===== config.mk =====
export PLATFORM = sky130hd
export DESIGN_NAME = mfp_eic_cpu_stub
export DESIGN_NICKNAME = d
export VERILOG_FILES = /design/src/rtl/mfp_eic_cpu_stub.sv
export SDC_FILE = /design/constraint.sdc
export NUM_CORES = 1
export LEC_CHECK = 0
export ABC_AREA = 0
export CAP_MARGIN = 0
export CELL_PAD_IN_SITES_DETAIL_PLACEMENT = 0
export CELL_PAD_IN_SITES_GLOBAL_PLACEMENT = 2
export CORE_UTILIZATION = 39
export CTS_CLUSTER_DIAMETER = 50
export DETAILED_ROUTE_END_ITERATION = 6
export GPL_ROUTABILITY_DRIVEN = 0
export PLACE_DENSITY_LB_ADDON = 0.1
export SETUP_SLACK_MARGIN = 0.5
export SYNTH_ARGS = -nofsm -noshare
export SYNTH_HDL_FRONTEND = slang
export SYNTH_SLANG_ARGS = --single-unit

===== constraint.sdc =====
create_clock -name CLK -period 5.25 [get_ports CLK]
set_clock_uncertainty 0.1 [all_clocks]
set_input_delay 0.7875 -clock CLK [delete_from_list [all_inputs] [get_ports CLK]]
set_output_delay 0.7875 -clock CLK [all_outputs]
set_load 0.02 [all_outputs]

===== src/rtl/mfp_eic_cpu_stub.sv =====
// CPU-side stand-in for a MIPS32 core on the EIC interface: takes interrupts,
// raises IPL, nests on higher priority and returns on handler end or eret.
module mfp_eic_cpu_stub #(
   parameter int STACK_DEPTH    = 4,
   parameter int HANDLER_CYCLES = 16,
   parameter int ACK_DELAY      = 2
) (
   input  logic        CLK,
   input  logic        RESETn,
   input  logic        ie,
   input  logic        eret,
   input  logic        EIC_Present,
   input  logic [7:0]  EIC_Interrupt,
   input  logic [5:0]  EIC_Vector,
   input  logic [16:0] EIC_Offset,
   input  logic [3:0]  EIC_ShadowSet,
   output logic        EIC_IAck,
   output logic [7:0]  EIC_IPL,
   output logic [5:0]  EIC_IVN,
   output logic [16:0] EIC_ION,
   output logic        busy,
   output logic [3:0]  depth,
   output logic [15:0] taken_cnt,
   output logic        nest_full
);

   localparam int IDX_W = (STACK_DEPTH > 1) ? $clog2(STACK_DEPTH) : 1;
   localparam int SLOTS = 1 << IDX_W;
   localparam logic [3:0]  MAX_DEPTH = 4'(STACK_DEPTH);
   localparam logic [15:0] SYNC_LAST = 16'(ACK_DELAY - 1);
   localparam logic [15:0] HC_LOAD   = 16'(HANDLER_CYCLES);

   typedef enum logic [1:0] {IDLE, ACK, HANDLER} state_t;

   typedef struct packed {
      logic [7:0]  ipl;
      logic [5:0]  ivn;
      logic [16:0] ion;
      logic [15:0] cnt;
   } ctx_t;

   state_t      state_q, state_d;
   logic [15:0] sync_q, sync_d;
   logic [15:0] cnt_q, cnt_d;
   logic [7:0]  ipl_q, ipl_d;
   logic [5:0]  ivn_q, ivn_d;
   logic [16:0] ion_q, ion_d;
   logic [3:0]  depth_q, depth_d;
   logic [15:0] taken_q, taken_d;
   logic        nest_full_q, nest_full_d;
   ctx_t        stack_q [SLOTS];
   ctx_t        stack_d [SLOTS];

   logic             req_ok, cond, blocked, sync_hit, done, take;
   logic [IDX_W-1:0] push_idx, pop_idx;
   logic             unused_shadow;

   assign unused_shadow = ^EIC_ShadowSet;

   assign req_ok   = ie & EIC_Present & (EIC_Interrupt > ipl_q);
   assign cond     = req_ok & (depth_q < MAX_DEPTH);
   assign blocked  = req_ok & (depth_q == MAX_DEPTH);
   assign sync_hit = (sync_q == SYNC_LAST);
   assign done     = (state_q == HANDLER) & ((cnt_q == 16'd1) | eret);
   assign take     = (state_q != ACK) & ~done & cond & sync_hit;
   assign push_idx = IDX_W'(depth_q - 4'd1);
   assign pop_idx  = IDX_W'(depth_q - 4'd2);

   always_ff @(posedge CLK) begin
      if (!RESETn) state_q <= IDLE;
      else         state_q <= state_d;
   end

   always_comb begin
      state_d = state_q;
      case (state_q)
         IDLE:    if (take) state_d = ACK;
         ACK:     state_d = HANDLER;
         HANDLER: begin
            if (done) begin
               if (depth_q == 4'd1) state_d = IDLE;
            end else if (take) begin
               state_d = ACK;
            end
         end
         default: state_d = IDLE;
      endcase
   end

   // The preempted handler's count is saved already decremented for this
   // cycle, so it runs exactly HANDLER_CYCLES cycles in total across nesting.
   always_comb begin
      sync_d      = '0;
      cnt_d       = cnt_q;
      ipl_d       = ipl_q;
      ivn_d       = ivn_q;
      ion_d       = ion_q;
      depth_d     = depth_q;
      taken_d     = taken_q;
      stack_d     = stack_q;
      nest_full_d = nest_full_q | ((state_q != ACK) & blocked);
      if ((state_q != ACK) && !done && cond && !sync_hit) sync_d = sync_q + 16'd1;
      if (take) begin
         if (depth_q != 4'd0)
            stack_d[push_idx] = '{ipl: ipl_q, ivn: ivn_q, ion: ion_q, cnt: cnt_q - 16'd1};
         ipl_d   = EIC_Interrupt;
         ivn_d   = EIC_Vector;
         ion_d   = EIC_Offset;
         depth_d = depth_q + 4'd1;
         taken_d = taken_q + 16'd1;
      end else if (state_q == ACK) begin
         cnt_d = HC_LOAD;
      end else if (done) begin
         depth_d = depth_q - 4'd1;
         if (depth_q == 4'd1) begin
            ipl_d = '0;
            ivn_d = '0;
            ion_d = '0;
            cnt_d = '0;
         end else begin
            ipl_d = stack_q[pop_idx].ipl;
            ivn_d = stack_q[pop_idx].ivn;
            ion_d = stack_q[pop_idx].ion;
            cnt_d = stack_q[pop_idx].cnt;
         end
      end else if (state_q == HANDLER) begin
         cnt_d = cnt_q - 16'd1;
      end
   end

   always_ff @(posedge CLK) begin
      if (!RESETn) begin
         sync_q      <= '0;
         cnt_q       <= '0;
         ipl_q       <= '0;
         ivn_q       <= '0;
         ion_q       <= '0;
         depth_q     <= '0;
         taken_q     <= '0;
         nest_full_q <= 1'b0;
         for (int i = 0; i < SLOTS; i++) stack_q[i] <= '0;
      end else begin
         sync_q      <= sync_d;
         cnt_q       <= cnt_d;
         ipl_q       <= ipl_d;
         ivn_q       <= ivn_d;
         ion_q       <= ion_d;
         depth_q     <= depth_d;
         taken_q     <= taken_d;
         nest_full_q <= nest_full_d;
         stack_q     <= stack_d;
      end
   end

   always_comb begin
      EIC_IAck  = (state_q == ACK);
      EIC_IPL   = ipl_q;
      EIC_IVN   = ivn_q;
      EIC_ION   = ion_q;
      busy      = (depth_q != 4'd0);
      depth     = depth_q;
      taken_cnt = taken_q;
      nest_full = nest_full_q;
   end

endmodule

## Word level (Yosys, flattened, before mapping)

Cells that the tools add are included.

- Register bits: 274
- Input port bits: 40
- Output and inout port bits: 54
- Word-level logic and storage cells: 103

- Add/sub/neg operators: 6
- $lt $le $gt $ge: 5
- Eq/ne operators: 9
- Muxes and demuxes: 29
- Bitwise operators: 15
- Reduce and logical (&&, ||, !) cells: 14

Operators with widths:

| operator | count |
|---|---|
| bitwise mux 188 bit | 1 |
| 2-to-1 mux 47 bit | 3 |
| binary-select mux 47 bit (select 2 bit) | 1 |
| demux 47 bit (select 2 bit) | 1 |
| 2-to-1 mux 17 bit | 4 |
| 2-to-1 mux 16 bit | 4 |
| adder 16 x 1 -> 16 bit, second input constant | 2 |
| == test 16 x 1 -> 1 bit, second input constant | 2 |
| 2-to-1 mux 8 bit | 4 |
| 2-to-1 mux 6 bit | 4 |
| subtractor 16 x 1 -> 16 bit, second input constant | 1 |
| 2-to-1 mux 4 bit | 3 |
| AND 1 bit | 9 |
| > comparator 8 bit | 1 |
| AND reduction 2 bit | 4 |
| greater-or-equal comparator 3 bit, second input constant | 2 |
| 2-to-1 mux 2 bit | 3 |
| inverter 2 -> 3 bit | 2 |
| case mux 2 bit (3 select lines) | 1 |
| adder 4 x 1 -> 4 bit, second input constant | 1 |
| == test 4 x 1 -> 1 bit, second input constant | 1 |
| == test 4 x 3 -> 1 bit, second input constant | 1 |
| logical AND 1 bit | 4 |
| less-than comparator 4 x 3 -> 1 bit, second input constant | 1 |
| other kinds (14) | 18 |

## Longest topological paths before layout

Gate-level depths: netlist of run 1.

- Depth after elaboration: 10
- Gate-level depth with buffers: 11
- Gate-level depth less buffers: 8

## Least setup slack after synthesis of run 1

Ideal clock, no wire load.

- Path kind: register -> output
- Start point: register depth_q[1] (netlist: depth[1])
- End point: output port busy
- Arrival: 2012 ps
- Required time: 4363 ps
- Path slack: 2351 ps
- Cell stages (with the launch flop): 7
- Buffers on the path: 3
- Cells stage by stage: dfxtp_1 > clkbuf_1 > buf_1 > buf_1 > inv_1 > ha_1 > nand2_1

- Cells in the longest elaborated chain, start to end: 1

RTL lines:

| item | line | source |
|---|---|---|
| start: declaration | 48 | `logic [3:0] depth_q, depth_d;` |
| start signal: assignment | 148 | `depth_q <= depth_d;` |
| nonzero test 4 bit | 160 | `busy = (depth_q != 4'd0);` |
| end: declaration | 21 | `output logic busy,` |

Every way passes these cells.

## Final worst setup path of run 1

- Start point: input port EIC_Interrupt[7]
- End point: register stack_q[78] (netlist name)

- Cells in the longest elaborated chain, start to end: 6

RTL lines:

| item | line | source |
|---|---|---|
| start: declaration | 13 | `input logic [7:0] EIC_Interrupt,` |
| > comparator 8 bit | 60 | `assign req_ok = ie & EIC_Present & (EIC_Interrupt > ipl_q);` |
| AND 1 bit | 60 |  |
| AND 1 bit | 61 | `assign cond = req_ok & (depth_q < MAX_DEPTH);` |
| AND 1 bit (2 in series) | 65 | `assign take = (state_q != ACK) & ~done & cond & sync_hit;` |
| AND reduction 2 bit (no line) | n/a |  |
| end signal: assignment | 151 | `stack_q <= stack_d;` |
| end: declaration | 51 | `ctx_t stack_q [SLOTS];` |

Every way passes these cells.
A chain may end at the register's enable or synchronous reset.

==> impl_metrics.env, run 1 <==
export IMPL_status="completed"
export IMPL_synth_simple_area_share_pct=20.7
export IMPL_ys_flop_type="dfxtp_1"
export IMPL_regArea_sq_um=5490
export IMPL_critPathCaptureType="flop"
export IMPL_cp_max_fo=38
export IMPL_vdd_drop_max_mv=0.177
export IMPL_dieArea_sq_um=30900
export IMPL_max_slew_margin_pct=41.0
export IMPL_synth_area_mux_share_pct=9.08
export IMPL_yosysWarnings=0
export IMPL_clock_sinks=274
export IMPL_rows=63
export IMPL_nets=1385
export IMPL_drive_gt1_share_pct=10.6
export IMPL_die_x_microns=176
export IMPL_seq_power_share_pct=43.4
export IMPL_synthToLayoutAreaGrowth_pct=20.4
export IMPL_hold_path_class="reg -> reg"
export IMPL_ys_seq_elements=274
export IMPL_cell_internal_pwr_mw=3.72
export IMPL_synth_edf_count=0
export IMPL_hpwl_microns=17700
export IMPL_worst_r2r_path_depth=9
export IMPL_max_freq_mhz=266
export IMPL_p_clk_share_pct=51.1
export IMPL_ios=94
export IMPL_htree_levels=2
export IMPL_port_buffers=89
export IMPL_synth_xor_xnor_area_share_pct=2.01
export IMPL_timing_rr_start="EIC_IPL[3]$_SDFFE_PN0P_"
export IMPL_period_share_pct=71.7
export IMPL_start_kind="input port"
export IMPL_clkSlewWorstSetupHoldPaths_ps=60
export IMPL_finalSetupViolCount=0
export IMPL_power_frac_comb_pct=5.4
export IMPL_drtIter0Drc=595
export IMPL_cts_tree="built"
export IMPL_crit_end="stack_q[78]$_SDFFE_PN0P_"
export IMPL_cts_made_buffers=37
export IMPL_initial_core_util_pct=39.7
export IMPL_ctsResizeCount=0
export IMPL_worstMarginPinSlew_ps=880
export IMPL_reg2reg_slack_ps=1790
export IMPL_grt_start_max_net_pins=191
export IMPL_min_period_ps=3760
export IMPL_maxCapViolCount=0
export IMPL_syn_num_nets=1345
export IMPL_cts_root_buf="clkbuf_16"
export IMPL_arrival_ps=4060
export IMPL_fill_cells=2928
export IMPL_track_usage_pct=19.4
export IMPL_wl_per_cell_microns=17.0
export IMPL_cp_required_ps=5550
export IMPL_drc=0
export IMPL_hold_viol_final=0
export IMPL_p_switching_mw=1.12
export IMPL_rsz0062_at_grt="false"
export IMPL_critPathKind="in -> reg"
export IMPL_cp_startpoint="EIC_Interrupt[7]"
export IMPL_synth_compound_area_share_pct=14.6
export IMPL_rr_endpoint="stack_q[78]$_SDFFE_PN0P_"
export IMPL_drt_total_wl_microns=29500
export IMPL_p_leak_nw=4.87
export IMPL_die_h_microns=176
export IMPL_firstDrtPassIters=5
export IMPL_powerDensity_nw_per_um2=342
export IMPL_num_vias=9313
export IMPL_viasPerCell=5.37
export IMPL_antenna_found_initial=0
export IMPL_antenna_cells=0
export IMPL_synthArstFlopShare_pct=0
export IMPL_switching_share_pct=23.1
export IMPL_cts_buffer_depth=3
export IMPL_whs_ps=355
export IMPL_multi_input_area_sq_um=5760
export IMPL_ys_types=53
export IMPL_core_area_sq_um=29600
export IMPL_yosysSeqAreaShare_pct=46.6
export IMPL_synthesis_area_sq_um=11800
export IMPL_synth_avg_cell_area_sq_um=9.19
export IMPL_ant_nets=0
export IMPL_grt_pass1_vias=9012
export IMPL_synth_top_family_by_area="simple AND/OR/NAND/NOR gates"
export IMPL_post_cts_buffers=0
export IMPL_finalSetupTns_ps=0
export IMPL_synthAdderAreaFrac_pct=2.55
export IMPL_netlist_instances=1281
export IMPL_grt_overflow_total=0
export IMPL_holdBufCountCts=0
export IMPL_clkLatencyLatePin_ps=510
export IMPL_grt_pass1_wl_microns=48500
export IMPL_drv_slew=0
## state kept, by name (all words and copies together), names as in the netlist
register and flops:
taken_cnt 16, sync_q 16, cnt_q 16, nest_full 1
EIC_IVN 6, EIC_IPL 8, state_q 2, stack_q 188
depth 4, EIC_ION 17
## power by group through the flow
stage | Clock, mW | Sequential, mW | Combinational, mW
finish | 2.48 | 2.10 | 0.263
global route | 2.63 | 2.10 | 0.297
CTS | 2.55 | 2.10 | 0.267
detailed placement | 0 | 2.15 | 0.265
global placement | 0 | 2.15 | 0.266
floorplan | 0 | 2.15 | 0.171
## Yosys cell counts, types with 6 or more instances
library cell  number  share of area [%]
dfxtp_1          274                 47
nand3_1          196                8.3
o21ai_0          176                7.5
nand2_1          107                3.4
clkbuf_1          62                2.0
and2_1            52                2.8
mux4_2            47                9.0
a31oi_1           40                2.1
buf_2             35                1.5
a21oi_1           34                1.4
nor2_1            28               0.89
ha_1              24                2.6
inv_1             22               0.70
and3_1            17               0.90
nor3_1            17               0.72
o31ai_1           16                1.0
xnor2_1           14                1.0
or3_1             13               0.69
xor2_1            13               0.97
o21ai_1           12               0.51
buf_1             11               0.35
nand4_1            8               0.43
or4_1              6               0.38
## final cells by class
class,count,area share [%]
Sequential cell,274,38.7
Tap cell,390,3.44
Clock buffer,48,7.49
Clock inverter,15,1.12
Timing Repair Buffer,109,7.99
Inverter,22,0.583
Multi-Input combinational cell,877,40.6
## cell usage in the layout (no fill, tap or decap), drive strengths merged, types with 34 or more instances in the layout
cell type,count
o21ai,189
clkbuf,49
a21oi,34
and2,52
clkdlybuf4s50,88
nand3,197
a31oi,40
dfxtp,274
mux4,47
nand2,107
## metrics by stage
step           worst slack (ps)  std cells  utilization, %  cell area [sq um]  power (mW)
4_1_cts                    1440       1735            47.8              14200        4.92
5_1_grt                    1300       1735            47.8              14200        5.03
3_5_place_dp                897       1672            43.7              12900        2.41
6_report                   1490       1735            47.8              14200        4.84
3_3_place_gp                924       1672            43.7              12900        2.42
2_1_floorplan              2350       1281               -              11800        2.32
## worst min-delay path by stage
stage                                        start                  endpoint  slack [ps]  depth (start not counted)
final                     stack_q[12]$_SDFFE_PN0P_  stack_q[12]$_SDFFE_PN0P_         350                          1
after global routing      stack_q[12]$_SDFFE_PN0P_  stack_q[12]$_SDFFE_PN0P_         370                          1
after CTS                  stack_q[7]$_SDFFE_PN0P_   stack_q[7]$_SDFFE_PN0P_         360                          1
after detailed placement  stack_q[29]$_SDFFE_PN0P_  stack_q[29]$_SDFFE_PN0P_         340                          1
after global placement    stack_q[13]$_SDFFE_PN0P_  stack_q[13]$_SDFFE_PN0P_         340                          1
after floorplan           stack_q[15]$_SDFFE_PN0P_  stack_q[15]$_SDFFE_PN0P_         320                          1
## logic make-up (layout without fill, tap and decap cells)
group / Yosys count / count (layout)
AO/OA/AOI/OAI: 305 / 305
adder cells (fa/ha/maj): 24 / 24
buffers and inverters: 130 / 194
AND/OR/NAND/NOR: 473 / 473
XOR/XNOR: 27 / 27
flip-flops: 274 / 274
multiplexers: 48 / 48
## layer usage
| metal | global-route usage, % | wire, microns | up-vias |
|---|---|---|---|
| met3 | 2.88 | 957 | 57 |
| met4 | 6.05 | 678 | 0 |
| met1 | 26.7 | 14700 | 4370 |
| met5 | 0 | 0 | - |
| met2 | 31.2 | 13200 | 150 |
| li1 | - | - | 4736 |
## worst max-delay path, cell delays in order
cell and delay [ps]:
clkdlybuf4s50_1 480, ha_1 350, and4_1 230, a211o_1 330, a211oi_4 420, nand4b_1 790
buf_12 470, nand3_1 100, o21ai_0 90
Note: power is estimated with default switching activity, not from simulation.
==> run 2, diff against run 1 <==
- CORE_UTILIZATION: 39 -> 33
- clock period: 5.25 -> 3.42 ns (I/O delays scaled with it)
==> impl_metrics.env, run 2 (synthesized netlist as in run 1, its figures left out) <==
export IMPL_hold_path_class="in -> reg"
export IMPL_drtIter0Drc=468
export IMPL_period_share_pct=82.9
export IMPL_cpMaxStageDelayCell="or4_1"
export IMPL_grt_pass1_wl_microns=49300
export IMPL_worstMarginPinSlew_ps=711
export IMPL_cts_made_buffers=39
export IMPL_drv_slew=0
export IMPL_fin_cells=1833
export IMPL_maxCapViolCount=0
export IMPL_initial_core_util_pct=33.8
export IMPL_worst_r2r_path_depth=9
export IMPL_antenna_cells=0
export IMPL_clkSlewWorstSetupHoldPaths_ps=50
export IMPL_status="completed"
export IMPL_max_freq_mhz=353
export IMPL_die_h_microns=191
export IMPL_final_area_sq_um=14700
export IMPL_hpwl_microns=18500
export IMPL_powerDensity_nw_per_um2=529
export IMPL_final_cell_mix="268 x dfxtp_1, 195 x nand3_1, 176 x o21ai_0"
export IMPL_viasPerCell=5.11
export IMPL_clock_sinks=274
export IMPL_clkLatencyLatePin_ps=520
export IMPL_cp_depth=9
export IMPL_fill_cells=3455
export IMPL_layout_commonest_cell="dfxtp_1"
export IMPL_vdd_drop_max_mv=0.315
export IMPL_track_usage_pct=16.8
export IMPL_grt_overflow_total=0
export IMPL_rsz0062_at_grt="false"
export IMPL_cts_buffer_depth=3
export IMPL_dp_cells=1751
export IMPL_largest_register="stack_q"
export IMPL_wl_per_cell_microns=16.8
export IMPL_cts_tree="built"
export IMPL_ant_nets=0
export IMPL_dpl_instance_area_sq_um=13200
export IMPL_holdPathStages=3
export IMPL_nets=1411
export IMPL_ios=94
export IMPL_p_leak_nw=5.12
export IMPL_htree_levels=2
export IMPL_drt_total_wl_microns=30700
export IMPL_critPathMaxStageDelay_ps=560
export IMPL_antenna_found_initial=0
export IMPL_start_kind="input port"
export IMPL_post_route_worst_setup_slack_ps=583
export IMPL_hold_viol_final=0
export IMPL_finalSetupViolCount=0
export IMPL_cp_max_fo=7
export IMPL_rows=68
export IMPL_critPathKind="in -> reg"
export IMPL_post_place_ws_ps=-30.6
export IMPL_cpLargestDelayFamily="simple AND/OR/NAND/NOR gates"
export IMPL_crit_path_cell_trace="clkdlybuf4s50_1 > ha_1 > and4_1 > a211o_4 > a211oi_4 > buf_4 > nand3_2 > or4_1 > a21oi_1"
export IMPL_largest_reg_flops=188
export IMPL_critPathCaptureType="flop"
export IMPL_grt_start_max_net_pins=91
export IMPL_utilization_pct=42.2
export IMPL_firstDrtPassIters=5
export IMPL_cts_root_buf="clkbuf_16"
export IMPL_max_slew_margin_pct=52.5
export IMPL_crit_buf_inv=2
export IMPL_cp_required_ps=3750
export IMPL_num_vias=9370
export IMPL_core_area_sq_um=34800
export IMPL_port_buffers=89
export IMPL_drc=0
export IMPL_min_period_ps=2840
export IMPL_arrival_ps=3170
export IMPL_synthToLayoutAreaGrowth_pct=24.9
export IMPL_dieArea_sq_um=36400
export IMPL_grt_pass1_vias=8853
export IMPL_die_x_microns=191
export IMPL_drive_gt1_share_pct=13.2
run 2: cell types whose count changed in the layout (fill, tap and decap cells not counted), sizes merged:
cell,delta
inv,-1
buf,+22
dlymetal6s2s,+3
clkbuf,+5
clkinvlp,-1
nand4,+1
clkinv,+5
clkdlybuf4s50,-3
bufinv,+2
run 2: worst paths after layout:
kind | slack [ps] | endpoint | start
worst max-delay path | 580 | taken_cnt[11]$_SDFFE_PN0P_ | EIC_Interrupt[5]
worst min-delay path | 230 | EIC_IPL[0]$_SDFFE_PN0P_ | EIC_Interrupt[0]
worst max register to register | 610 | taken_cnt[11]$_SDFFE_PN0P_ | EIC_IPL[7]$_SDFFE_PN0P_
worst min register to register | 350 | stack_q[39]$_SDFFE_PN0P_ | stack_q[39]$_SDFFE_PN0P_
run 2: final cells by class:
class                           count  area, sq um  area share, %
Clock buffer                       52         1110           7.53
Clock inverter                     20          234           1.59
Inverter                           22         82.6          0.562
Multi-Input combinational cell    878         5820           39.6
Sequential cell                   274         5500           37.4
Tap cell                          455          569           3.87
Timing Repair Buffer              132         1390           9.47
run 2: what timing repair did:
| action | CTS | global route |
|---|---|---|
| hold buffers | 0 | 0 |
| cloned | 0 | 2 |
| resized for setup | 1 | 14 |
| hold endpoints to repair | 0 | 0 |
| endpoints found under the setup margin | 9 | 146 |
| setup buffers | 0 | 8 |
| pin swaps | 0 | 8 |
run 2: report_power, final:
part	switching (mW)	internal (mW)	total (mW)	leakage, nW
logic	0.259	0.177	0.436	2.27
clock network	1.51	2.59	4.11	0.648
registers	0.0194	3.21	3.23	2.21
run 2: worst min-delay path, cell delays in order:
cell	delay, ps
dlymetal6s2s_1	140
nand2_1	60
a31oi_1	70
run 2: per-stage QoR:
step | setup TNS, ps | power [mW] | hold WS, ps
CTS | 0 | 7.90 | 357
floorplan | 0 | 3.56 | 324
finish | 0 | 7.78 | 229
global placement | 0 | 3.72 | 339
global route | 0 | 8.08 | 241
detailed placement | -288 | 3.72 | 341
run 2: routing by layer:
metal / up-vias / global-route usage, % / routed length, microns
li1: 4780 / - / -
met5: - / 0 / 0
met4: 0 / 4.00 / 495
met2: 173 / 25.4 / 13400
met1: 4380 / 24.4 / 15400
met3: 37 / 3.13 / 1390
